--- src/rtl/shift_receiver_pkg.sv ---
// ============================================================================
// Module : shift_receiver_pkg
// Brief  : Shared FSM state type and serial line levels for the receiver.
// Rev    : 1.0
// ============================================================================
`default_nettype none

package shift_receiver_pkg;

    typedef enum logic [1:0] {
        IDLE   = 2'd0,
        DATA   = 2'd1,
        PARITY = 2'd2,
        STOP   = 2'd3
    } state_t;

    localparam logic LINE_IDLE = 1'b0;
    localparam logic START_BIT = 1'b1;
    localparam logic STOP_BIT  = 1'b0;

endpackage

`default_nettype wire

--- src/rtl/sipo_register.sv ---
// ============================================================================
// Module : sipo_register
// Brief  : MSB-first serial-in/parallel-out shift register.
// Rev    : 1.0
// ============================================================================
`default_nettype none

module sipo_register #(
    parameter int DATA_WIDTH = 8
) (
    input  logic                  clk,
    input  logic                  reset,
    input  logic                  shift_enable,
    input  logic                  serial_in,
    output logic [DATA_WIDTH-1:0] parallel_out
);

    logic [DATA_WIDTH-1:0] r_shift;

    // First bit received ends up in the MSB after DATA_WIDTH shifts.
    always_ff @(posedge clk) begin
        if (reset) begin
            r_shift <= '0;
        end else if (shift_enable) begin
            r_shift <= {r_shift[DATA_WIDTH-2:0], serial_in};
        end
    end

    assign parallel_out = r_shift;

endmodule

`default_nettype wire

--- src/rtl/shift_receiver.sv ---
// ============================================================================
// Module : shift_receiver
// Brief  : Framed serial-to-parallel receiver with valid/read handshake and
//          frame/overrun/parity error pulses. Parity: SHIFT_RECEIVER_PARITY_EN.
// Rev    : 1.0
// ============================================================================
`default_nettype none

module shift_receiver
    import shift_receiver_pkg::*;
#(
    parameter int DATA_WIDTH  = 8,
    parameter int COUNT_WIDTH = $clog2(DATA_WIDTH)
) (
    input  logic                  clk,
    input  logic                  reset,
    input  logic                  serial_in,
    input  logic                  read_enable,
    output logic [DATA_WIDTH-1:0] data_out,
    output logic                  data_valid,
    output logic                  frame_error,
    output logic                  overrun_error,
    output logic                  parity_error
);

    state_t                  r_state;
    logic [COUNT_WIDTH-1:0]  r_count;
    logic [DATA_WIDTH-1:0]   r_data;
    logic                    r_valid;
    logic                    r_frame_err;
    logic                    r_overrun;
    logic [DATA_WIDTH-1:0]   w_word;
    logic                    w_shift_en;
    logic                    w_last_bit;
    logic                    w_stop_ok;
    logic                    w_accept;

    assign w_shift_en = (r_state == DATA);
    assign w_last_bit = (r_count == COUNT_WIDTH'(DATA_WIDTH - 1));
    assign w_stop_ok  = (serial_in == STOP_BIT);
    // A read on the completing edge frees the holding register for the new word.
    assign w_accept   = !r_valid || read_enable;

    sipo_register #(
        .DATA_WIDTH (DATA_WIDTH)
    ) u_sipo (
        .clk          (clk),
        .reset        (reset),
        .shift_enable (w_shift_en),
        .serial_in    (serial_in),
        .parallel_out (w_word)
    );

`ifdef SHIFT_RECEIVER_PARITY_EN
    logic r_parity_bad;
    logic r_parity_err;
`endif

    always_ff @(posedge clk) begin
        if (reset) begin
            r_state     <= IDLE;
            r_count     <= '0;
            r_data      <= '0;
            r_valid     <= 1'b0;
            r_frame_err <= 1'b0;
            r_overrun   <= 1'b0;
`ifdef SHIFT_RECEIVER_PARITY_EN
            r_parity_bad <= 1'b0;
            r_parity_err <= 1'b0;
`endif
        end else begin
            r_frame_err <= 1'b0;
            r_overrun   <= 1'b0;
`ifdef SHIFT_RECEIVER_PARITY_EN
            r_parity_err <= 1'b0;
`endif
            if (read_enable && r_valid) begin
                r_valid <= 1'b0;
            end

            case (r_state)
                IDLE: begin
                    if (serial_in == START_BIT) begin
                        r_state <= DATA;
                        r_count <= '0;
                    end
                end
                DATA: begin
                    r_count <= r_count + COUNT_WIDTH'(1);
                    if (w_last_bit) begin
`ifdef SHIFT_RECEIVER_PARITY_EN
                        r_state <= PARITY;
`else
                        r_state <= STOP;
`endif
                    end
                end
`ifdef SHIFT_RECEIVER_PARITY_EN
                PARITY: begin
                    // Even parity: data plus parity bit must XOR to zero.
                    r_parity_bad <= ^{w_word, serial_in};
                    r_state      <= STOP;
                end
`endif
                STOP: begin
                    r_state <= IDLE;
                    if (!w_stop_ok) begin
                        r_frame_err <= 1'b1;
`ifdef SHIFT_RECEIVER_PARITY_EN
                    end else if (r_parity_bad) begin
                        r_parity_err <= 1'b1;
`endif
                    end else if (w_accept) begin
                        r_data  <= w_word;
                        r_valid <= 1'b1;
                    end else begin
                        r_overrun <= 1'b1;
                    end
                end
                default: r_state <= IDLE;
            endcase
        end
    end

    assign data_out      = r_data;
    assign data_valid    = r_valid;
    assign frame_error   = r_frame_err;
    assign overrun_error = r_overrun;
`ifdef SHIFT_RECEIVER_PARITY_EN
    assign parity_error  = r_parity_err;
`else
    assign parity_error  = 1'b0;
`endif

endmodule

`default_nettype wire

--- config.mk ---
export PLATFORM = sky130hd
export DESIGN_NAME = shift_receiver
export DESIGN_NICKNAME = d
export VERILOG_FILES = /design/src/rtl/shift_receiver_pkg.sv /design/src/rtl/sipo_register.sv /design/src/rtl/shift_receiver.sv
export SDC_FILE = /design/constraint.sdc
export NUM_CORES = 1
export LEC_CHECK = 0
export ABC_AREA = 1
export CAP_MARGIN = 0
export CORE_AREA = 5 5 60 62
export CTS_BUF_LIST = sky130_fd_sc_hd__clkbuf_8
export DETAILED_ROUTE_END_ITERATION = 6
export DIE_AREA = 0 0 65 67
export HOLD_SLACK_MARGIN = 0.08
export SKIP_LAST_GASP = 1
export SYNTH_ARGS = -nofsm -noshare
export SYNTH_HDL_FRONTEND = slang
export SYNTH_HIERARCHICAL = 1
export SYNTH_SLANG_ARGS = --single-unit
--- constraint.sdc ---
create_clock -name clk -period 2.6 [get_ports clk]
set_input_delay 0.39 -clock clk [delete_from_list [all_inputs] [get_ports clk]]
set_output_delay 0.39 -clock clk [all_outputs]
set_load 0.01 [all_outputs]
* Word level (Yosys, flattened, before mapping)
Cells that the tools add are included.
** Word-level totals
- Flip-flop bits (word level) :: 24
- Output and inout port bits :: 12
** Cells by class
- Multiplexer cells :: 11
- Reduce and logical (&&, ||, !) cells :: 10
- Equal/unequal tests :: 5
- Bitwise operators :: 2
- Add/subtract/negate cells :: 1
** Operators with widths (number)
- 2-to-1 mux 1 bit :: 6
- one-hot mux 3 bit (2 select lines) :: 1
- 2-to-1 mux 2 bit :: 2
- inequality test 2 bit (second input constant) :: 2
- one-hot mux 2 bit (2 select lines) :: 1
- AND reduction 2 bit :: 2
- adder 3 x 1 -> 3 bit (second input constant) :: 1
- == test 3 bit (second input constant) :: 1
- 2-to-1 mux 3 bit :: 1
- AND reduction 3 bit :: 1
- OR reduction 3 bit :: 1
- == test 2 x 1 -> 1 bit (second input constant) :: 1
- == test 2 bit (second input constant) :: 1
- zero test 2 bit :: 1
- inverter 1 bit :: 2
- nonzero test 2 bit :: 1
- OR reduction 2 bit :: 1
- logical AND 1 bit :: 1
- zero test 1 bit :: 1
- logical OR 1 bit :: 1

* Depth between registers and ports, before layout
Gate-level depths: netlist of run 1.
- Depth after elaboration :: 5
- Depth in mapped cells :: 7
- Mapped depth without buffers :: 5

* Modules after synthesis
The synthesis of run 1 kept the hierarchy.
** Modules (own cells, without submodules)
- shift_receiver :: instances 1, seq. area each 320.3 µm², cells each 88, area an instance 673.1 µm²
- sipo_register :: instances 1, seq. area each 160.2 µm², cells each 51, area an instance 341.6 µm²

* Worst setup path before layout of run 1
Ideal clock, no wire load.
- Kind :: flip-flop to flip-flop
- From :: register r_state[0]
- To :: register u_sipo.r_shift[6] (netlist: u_sipo/parallel_out[6])
- Slack :: 1.482 ns
- Arrival time :: 1.004 ns
- Path buffers :: 2
- Required time :: 2.486 ns
- Cell stages (with the launch flop) :: 8
- Cells stage by stage :: dfxtp_1 -> inv_1 -> nor2_1 -> buf_6 -> buf_6 -> nand2_1 -> nand2_1 -> nor2_2
** On the way
- Cells in the longest elaborated chain, start to end :: 1
** Ends and longest elaborated chain
- from (decl) :: RTL line shift_receiver.sv:26 : state_t r_state;
- from (signal assigned) :: RTL line shift_receiver.sv:61 : r_state <= IDLE;
- from (signal assigned) :: RTL line shift_receiver.sv:84 : r_state <= DATA;
- from (signal assigned) :: RTL line shift_receiver.sv:94 : r_state <= STOP;
- == test 2 x 1 -> 1 bit :: RTL line shift_receiver.sv:38 : assign w_shift_en = (r_state == DATA);
- via w_shift_en :: RTL line shift_receiver.sv:33 : logic w_shift_en;
- to (signal assigned) :: RTL line sipo_register.sv:25 : r_shift <= {r_shift[DATA_WIDTH-2:0], serial_in};
- to (decl) :: RTL line sipo_register.sv:18 : logic [DATA_WIDTH-1:0] r_shift;
The timed path passes the listed nets, and every way through them passes these cells.
A chain may end at the register's enable or synchronous reset.

* Worst setup path after layout of run 1
- From :: register r_data[1] (netlist: data_out[1])
- To :: output port data_out[1]
** RTL lines
- from (decl) :: RTL line shift_receiver.sv:28 : logic [DATA_WIDTH-1:0] r_data;
- from (signal assigned) :: RTL line shift_receiver.sv:114 : r_data <= w_word;
- to (decl) :: RTL line shift_receiver.sv:19 : output logic [DATA_WIDTH-1:0] data_out,
No word-level cell between the ends.

==> results by group, run 1 <==
Placement
  – IO Port Bufs: 14
  – DP HPWL: 1286 um
  – DP Worst Slack: 0.9083 ns
  – Placer Congestion: 0.7315

Die
  – I/O pins: 16
  – Row Count: 20
  – Die area: 4355 sq um
  – Die Width: 65 um
  – Initial Utilization: 34.08%
  – Core area: 2978 sq um
  – Die height: 67 um

Drt
  – Iter 0 DRT Violations: 34
  – Routed wire length: 1745 um
  – DR vias/cell: 4.418
  – Antenna-violating nets left: 0
  – Wire per inst: 9.484 um
  – Via count: 813
  – Remaining DRCs: 0
  – DRT Pass-1 Iters: 4

Global routing
  – Total GRT Usage: 9.007%
  – Largest net degree at the start of global routing: 21
  – Vias in the first global route: 711
  – Initial antenna violation count: 0
  – Overflow after GRT: 0
  – First-pass GRT wire length: 3098 um

Hold path
  – Min-delay worst type: flip-flop to flip-flop
  – Hold wc startpoint: r_count[2]$_SDFFE_PP0P_
  – Worst hold stages: 2
  – Hold Path End: r_count[2]$_SDFFE_PP0P_

Power
  – Sequential Power Share: 59.4%
  – Clk network pwr share: 32.2%
  – Leakage: 0.0005083 uW
  – Net Sw Frac: 22.93%
  – Worst vdd ir: 0.0003273 V
  – PwrDens: 551.8 nW/um^2
  – Int Pwr: 505.0 uW
  – Psw: 150.2 uW
  – Combinational share of power: 8.4%

STA
  – Final min period: 1.534 ns
  – Setup ws final: 1.066 ns
  – Max Clk Rate: 0.6518 GHz
  – Period utilisation layout: 59.00%
  – Hold Vio Cnt, Final: 0
  – WHS: 0.4700 ns
  – Unrepaired setup endpoints after global routing: false
  – Setup Viol. Count Final: 0
  – Actual slew at the worst max-slew pin: 0.5580 ns
  – Slew Limit Fails: 0
  – Clock Skew: 0.001637 ns
  – TNS Setup: 0 ns
  – Slew headroom: 62.71%

Cells and area
  – Synthesis-to-finish area growth: 17.02%
  – Layout cells sized above 1: 5.960%
  – Fin nets: 159
  – # fillers: 305
  – Antenna cells: 0

Worst setup path
  – CP Capture Type: primary output
  – WP data arrival: 1.14 ns
  – CP bufs+invs: 1
  – Max incr delay on CP: 0.55 ns
  – Crit path launch type: flip-flop
  – Setup CP Type: flip-flop to primary output
  – Top Family by Delay on Critical Path: buffers and inverters
  – Worst R2R End: data_out[3]$_SDFFE_PP0P_
  – Reg-to-reg critical path startpoint: r_state[1]$_SDFFE_PP0P_
  – Crit-path slowest cell: clkdlybuf4s50_1
  – Reg2Reg Setup Slack: 1.46 ns
  – Required time worst endpoint: 2.21 ns
  – CP Cell Sequence: clkdlybuf4s50_1
  – Worst-path maximum fanout: 2
  – R2R cell count: 5

Yosys
  – Post-Syn Nets: 145
  – Ys async rst share: 0%
  – Area fraction of the dominant cell type after synthesis: 47.35%
  – Synthesized cell area: 1015 sq um
  – Post-Synth Simple-Gate Area: 29.35%
  – Post-synthesis compound-gate area fraction: 6.658%
  – Mapped Avg Cell Area: 7.300 sq um
  – Netlist cell types: 20
  – Sequential share of the synthesized area: 47.35%
  – Mux contribution to synthesized area: 0%
  – Top_reg_cell synth: dfxtp_1
  – Largest family of logic cells by synthesized area: simple AND/OR/NAND/NOR gates
  – Post-synth EDFFs: 0
  – Count of warnings emitted by yosys: 6
  – Top cell type by total area after synthesis: dfxtp_1
  – Top cells by area, synth: dfxtp_1 (47%), nand2_1 (11%), nor2_1 (10%)
  – Top cells by count, synth: nand2_1 (29), nor2_1 (27), dfxtp_1 (24), inv_1 (21), a21oi_1 (10)
  – Post-synthesis xor/xnor area fraction: 0%
  – Post-Synth Adder-Cell Area: 2.466%
  – FF+latch count, synth: 24
  – Count leader, synth: nand2_1
  – Cells after synthesis: 139

CTS
  – Total clock sinks: 24
  – Post-CTS Repair Setup Buffers: 0
  – Clock latency on the worst-skew pair: 0.26 ns
  – Clk pin slew, worst setup/hold paths: 0.08 ns
  – # hold bufs at CTS: 0
  – Worst-case clock buffer depth: 2
  – Resized Gates After CTS: 0
  – Clock root buffer: clkbuf_8
  – Total CTS buffers: 3
  – H-tree levels: 1
  – CTS tree: done

Run
  – Max cap viols: 0

Outcome
  – Run status: completed
[power by group through the flow]
stage	clock network (uW)	registers, uW	logic (uW)
finish	211	389	55.4
global route	238	392	64.9
CTS	221	389	56.2
detailed placement	0	398	56.1
global placement	0	397	54.8
floorplan	0	395	46.6
[worst reg2reg max path, stage by stage (launching register included)]
cell     delay (ns)
dfxtp_1        0.40
nand2_2        0.10
nor2_4         0.29
nand3_1        0.13
nand2_1        0.08
nor2_1         0.04
[sequential cells by signal, summed over array words and instances, names as in the netlist]
| name | flops |
|---|---|
| data_valid | 1 |
| data_out | 8 |
| frame_error | 1 |
| u_sipo/parallel_out | 8 |
| r_state | 2 |
| overrun_error | 1 |
| r_count | 3 |
[cells by family after synthesis]
group | count (synthesis)
AOI/OAI and AO/OA | 13
other | 1
buffers and inverters | 28
DFF | 24
adders and majority gates | 2
and+or+nand+nor | 71
[worst max-delay path by stage]
stage,slack [ns],startpoint,cells after the start,to
2_1_floorplan,1.48,r_state[0]$_SDFFE_PP0P_,7,u_sipo/parallel_out[6]$_SDFFE_PP0P_
3_3_place_gp,0.94,reset,4,data_valid$_SDFF_PP0_
3_5_place_dp,0.91,read_enable,6,data_out[3]$_SDFFE_PP0P_
4_1_cts,1.06,data_out[1]$_SDFFE_PP0P_,1,data_out[1]
5_1_grt,1.02,data_out[0]$_SDFFE_PP0P_,1,data_out[0]
6_report,1.07,data_out[1]$_SDFFE_PP0P_,1,data_out[1]
[through the flow]
stage	cell area (sq um)	cells	total power (uW)	util [%]
after floorplan	1015	139	442.1	-
after global placement	1146	181	452.0	38.49
after detailed placement	1146	181	453.8	38.49
after CTS	1187	184	666.1	39.87
after global routing	1187	184	694.3	39.87
final	1187	184	655.2	39.87
[metal layers]
layer  GRT usage, %  part of all wire (%)
met1          10.79                    48
met2          14.81                    46
met3          4.216                   5.3
met4          1.583                  0.34
met5              0                     0
[area by class of cell]
type,instances,area [sq um],area share [%]
sequential,24,480.5,40.46
timing repair buffer,15,147.6,12.43
tap,33,41.29,3.477
clock buffer,3,41.29,3.477
multi-input combinational,87,394.1,33.19
inverter,22,82.58,6.955
[cell usage in the layout, fill, tap and decap left out, drive strengths merged, types with 2 or more instances in the layout]
cell type | Yosys | routed
a21oi | 10 | 10
clkbuf | 0 | 3
clkdlybuf4s50 | 0 | 14
dfxtp | 24 | 24
ha | 2 | 2
inv | 22 | 22
nand2 | 30 | 30
nand3 | 8 | 8
nor2 | 30 | 30
o21ai | 2 | 2
Power figures use the tool's default switching activity.
==> inputs of run 2 (changes only) <==
- clock period: 2.6 -> 1.5 ns (I/O delays scaled with it)
==> results by group, run 2 (same netlist as run 1, synthesis figures left out) <==
Outcome
  – Run status: completed

Drt
  – Wire per inst: 9.273 um
  – Via count: 815
  – Routed wire length: 1734 um
  – DR WL met3: 77 um
  – Top layer in use: met3
  – Remaining DRCs: 0
  – Metal-1 WL: 819 um
  – Iter 0 DRT Violations: 33
  – DRT Pass-1 Iters: 4
  – Met2 routed WL: 837 um
  – Antenna-violating nets left: 0
  – DR vias/cell: 4.358

Power
  – Clk network pwr share: 35.5%
  – Combinational share of power: 8.2%
  – PwrDens: 973.2 nW/um^2
  – Net Sw Frac: 22.09%
  – Int Pwr: 931.6 uW
  – Sequential Power Share: 56.4%
  – Leakage: 0.0005309 uW
  – Psw: 264.1 uW
  – Worst vdd ir: 0.0006797 V

CTS
  – # hold bufs at CTS: 0
  – Resized Gates After CTS: 0
  – CTS tree: done
  – Clk pin slew, worst setup/hold paths: 0.08 ns
  – Clock root buffer: clkbuf_8
  – Total clock sinks: 24
  – H-tree levels: 1
  – Clock latency on the worst-skew pair: 0.26 ns
  – Post-CTS Repair Setup Buffers: 0
  – Worst-case clock buffer depth: 2
  – Total CTS buffers: 3

Worst setup path
  – WP data arrival: 1.15 ns
  – Reg2Reg Setup Slack: 0.41 ns
  – Required time worst endpoint: 1.27 ns
  – CP Cell Sequence: clkdlybuf4s50_1
  – Reg-to-reg critical path startpoint: r_state[1]$_SDFFE_PP0P_
  – Max incr delay on CP: 0.54 ns
  – Setup CP Type: flip-flop to primary output
  – Crit path launch type: flip-flop
  – R2R cell count: 5
  – Worst R2R End: data_out[4]$_SDFFE_PP0P_
  – CP bufs+invs: 1
  – Top Family by Delay on Critical Path: buffers and inverters
  – CP Capture Type: primary output
  – Crit-path slowest cell: clkdlybuf4s50_1
  – Worst-path maximum fanout: 2

Cells and area
  – # fillers: 312
  – Fin area: 1229 sq um
  – Multi-input gate area: 394.1 sq um
  – Most frequent cells in the layout: nand2_1 (29), nor2_1 (27), dfxtp_1 (24)
  – Commonest non-fill, non-tap cell in the layout: nand2_1
  – Flip-flop and latch area: 480.5 sq um
  – Synthesis-to-finish area growth: 21.09%
  – Layout cells sized above 1: 7.792%
  – Fin nets: 161
  – Antenna cells: 0

Run
  – Max cap viols: 0

STA
  – Period utilisation layout: 91.67%
  – Final min period: 1.375 ns
  – Clock Skew: 0.002606 ns
  – TNS Setup: 0 ns
  – Slew Limit Fails: 0
  – Max Clk Rate: 0.7273 GHz
  – Setup Viol. Count Final: 0
  – Unrepaired setup endpoints after global routing: false
  – Hold Vio Cnt, Final: 0

Global routing
  – Vias in the first global route: 766
  – Initial antenna violation count: 0
  – Largest net degree at the start of global routing: 21
  – Overflow after GRT: 0
  – First-pass GRT wire length: 3118 um
  – Total GRT Usage: 9.049%

Die
  – Die Width: 65 um
  – Die height: 67 um
  – Die area: 4355 sq um
  – Initial Utilization: 34.08%
  – Core area: 2978 sq um
  – I/O pins: 16
  – Row Count: 20

Hold path
  – Hold wc startpoint: r_count[1]$_SDFFE_PP0P_
  – Worst hold stages: 2
  – Hold Path End: r_count[1]$_SDFFE_PP0P_
  – Min-delay worst type: flip-flop to flip-flop

Placement
  – DP HPWL: 1289 um
  – DP Area: 1174 sq um
  – IO Port Bufs: 14
  – Placer Congestion: 0.7258
## run 2: power by group through the flow
stage | registers [uW] | clock network [uW] | logic (uW)
2_1_floorplan | 685 | 0 | 80.8
3_3_place_gp | 688 | 0 | 95.7
3_5_place_dp | 690 | 0 | 98.8
4_1_cts | 674 | 444 | 99.1
5_1_grt | 679 | 485 | 114
6_report | 674 | 424 | 97.5
## run 2: area by class of cell
class / count / share of cell area, %
tap: 33 / 3.360
clock buffer: 4 / 4.481
sequential: 24 / 39.10
inverter: 22 / 6.721
multi-input combinational: 87 / 32.08
timing repair buffer: 17 / 14.26
## run 2: per-stage QoR
step	util [%]	hold slack, ns	power (uW)	std cells	worst slack [ns]
2_1_floorplan	-	0.2941	766.3	139	0.3816
3_3_place_gp	39.41	0.4506	784.0	183	0.1036
3_5_place_dp	39.41	0.4612	788.3	183	0.09766
4_1_cts	41.26	0.4743	1218	187	0.1184
5_1_grt	41.26	0.4944	1278	187	0.04616
6_report	41.26	0.4711	1196	187	0.1250
## run 2: worst max-delay path by stage
stage / from / to / slack [ns] / cells after the start
final: data_out[2]$_SDFFE_PP0P_ / data_out[2] / 0.13 / 1
after global routing: data_out[0]$_SDFFE_PP0P_ / data_out[0] / 0.05 / 1
after CTS: data_valid$_SDFF_PP0_ / data_valid / 0.12 / 1
after detailed placement: serial_in / data_out[4]$_SDFFE_PP0P_ / 0.1 / 5
after global placement: serial_in / data_out[3]$_SDFFE_PP0P_ / 0.10 / 5
after floorplan: r_state[0]$_SDFFE_PP0P_ / u_sipo/parallel_out[6]$_SDFFE_PP0P_ / 0.38 / 7
## run 2: routing by layer
| metal | vias up | GRT usage (%) |
|---|---|---|
| li1 | 445 | - |
| met1 | 357 | 9.898 |
| met2 | 13 | 16.99 |
| met3 | 0 | 3.035 |
| met4 | 0 | 1.583 |
| met5 | - | 0 |
==> edit (config.mk and constraints of run 2) <==
The option `SHIFT_RECEIVER_PARITY_EN` is turned on by a define.
--- a/src/rtl/shift_receiver.sv
+++ b/src/rtl/shift_receiver.sv
@@ -6,4 +6,6 @@
 // ============================================================================
 `default_nettype none
+
+`define SHIFT_RECEIVER_PARITY_EN
 
 module shift_receiver
Formal check against the unedited RTL: no difference found for any inputs over 10 cycles, from zero or initial values and one cycle with reset high; that may be too few to reach the edited logic, so the function may still have changed.
==> edit against run 2 <==
First-iteration DRC count fell by 61%; cell area grew 23%; global-route usage increased by 2.3 points; routed wire length grew 27%; count of clock-buffer cells in the layout fell by 1; fmax is 0.20% higher; hold slack lost 0.024 ns; utilization up 9.5 points; synthesized area increased by 24%; setup slack better by 0.0028 ns; critical path depth unchanged; sequential cell count rose by 2.
Power is not compared: it rests on default switching activity, and its combinational part moved more than twofold at a synthesized area within 25%.
==> edit: results (changes against run 2) <==
GRT Overall Usage 11.34% (was 9.049%); final-layout clock buffer total 3 (was 4); detailed-route wire length 2200 um (was 1734 um); end point of the critical path data_out[0] (was data_out[2]); count of flip-flops and latches 26 (was 24); worst-case hold path end point data_out[1]$_SDFFE_PP0P_ (was r_count[1]$_SDFFE_PP0P_); filler instances 313 (was 312); maximum number of pins on one net before global-route repair 17 (was 21); post-synth cell types 22 (was 20); multi-input combinational cell count 111 (was 87); count of inverters not on the clock network in the layout 31 (was 22); final-stage net count 204 (was 161); non-clock buffer area fraction after layout 12.41% (was 14.26%); detailed-placement wirelength estimate 1713 um (was 1289 um); fraction of synthesized cell area in xor and xnor cells 2.792% (was 0%); share of synthesized area occupied by flip-flops and latches 41.48% (was 47.35%); most frequent cells after synthesis sky130_fd_sc_hd__nand2_1 (45), sky130_fd_sc_hd__inv_1 (29), sky130_fd_sc_hd__dfxtp_1 (26) (was sky130_fd_sc_hd__nand2_1 (29), sky130_fd_sc_hd__nor2_1 (27), sky130_fd_sc_hd__dfxtp_1 (24)); area occupied by multi-input gates 575.6 um^2 (was 394.1 um^2); outcome completed (unchanged); worst reg2reg path endpoint r_count[1]$_SDFFE_PP0P_ (was data_out[4]$_SDFFE_PP0P_); number of buffers inserted by port buffering 15 (was 14); worst r2r path cells 8 (was 5); via count of the first global-routing pass 957 (was 766); Worst Clk Skew 0.004700 ns (was 0.002606 ns); Synth Area in Compound Gates 11.76% (was 6.658%); biggest area contributors in the synthesized netlist sky130_fd_sc_hd__dfxtp_1 (41%), sky130_fd_sc_hd__nand2_1 (13%), sky130_fd_sc_hd__inv_1 (8.7%) (was sky130_fd_sc_hd__dfxtp_1 (47%), sky130_fd_sc_hd__nand2_1 (11%), sky130_fd_sc_hd__nor2_1 (10%)); global-route wire length before repair 3864 um (was 3118 um)
==> edit: metal layers <==
layer  track usage, %  up-vias  wire length, um
li1                 -      565                -
met1            13.71      452             1086
met2            19.28       12              997
met3            1.518        4               67
met4            6.332        0               48
met5                0        -                0
==> edit: logic make-up (layout without fill, tap and decap cells) <==
kind of cell | count (synthesis) | after routing
buf+inv | 36 | 55
flops | 26 | 26
xor+xnor | 4 | 4
compound gates | 28 | 28
simple gates | 72 | 72
fa+ha+maj | 7 | 7
==> edit: metrics by stage <==
step                hold WS (ns)  power (W)  area, um^2  util [%]  setup WS [ns]
finish                    0.4472   0.002669        1513     50.80         0.1278
global route              0.4814   0.002939        1513     50.80        0.05596
CTS                       0.4529   0.002686        1506     50.59         0.1099
detailed placement        0.4386   0.002105        1435     48.19        0.02251
global placement          0.4344   0.002060        1435     48.19        0.05138
floorplan                 0.2941   0.001904        1255         -         0.3142
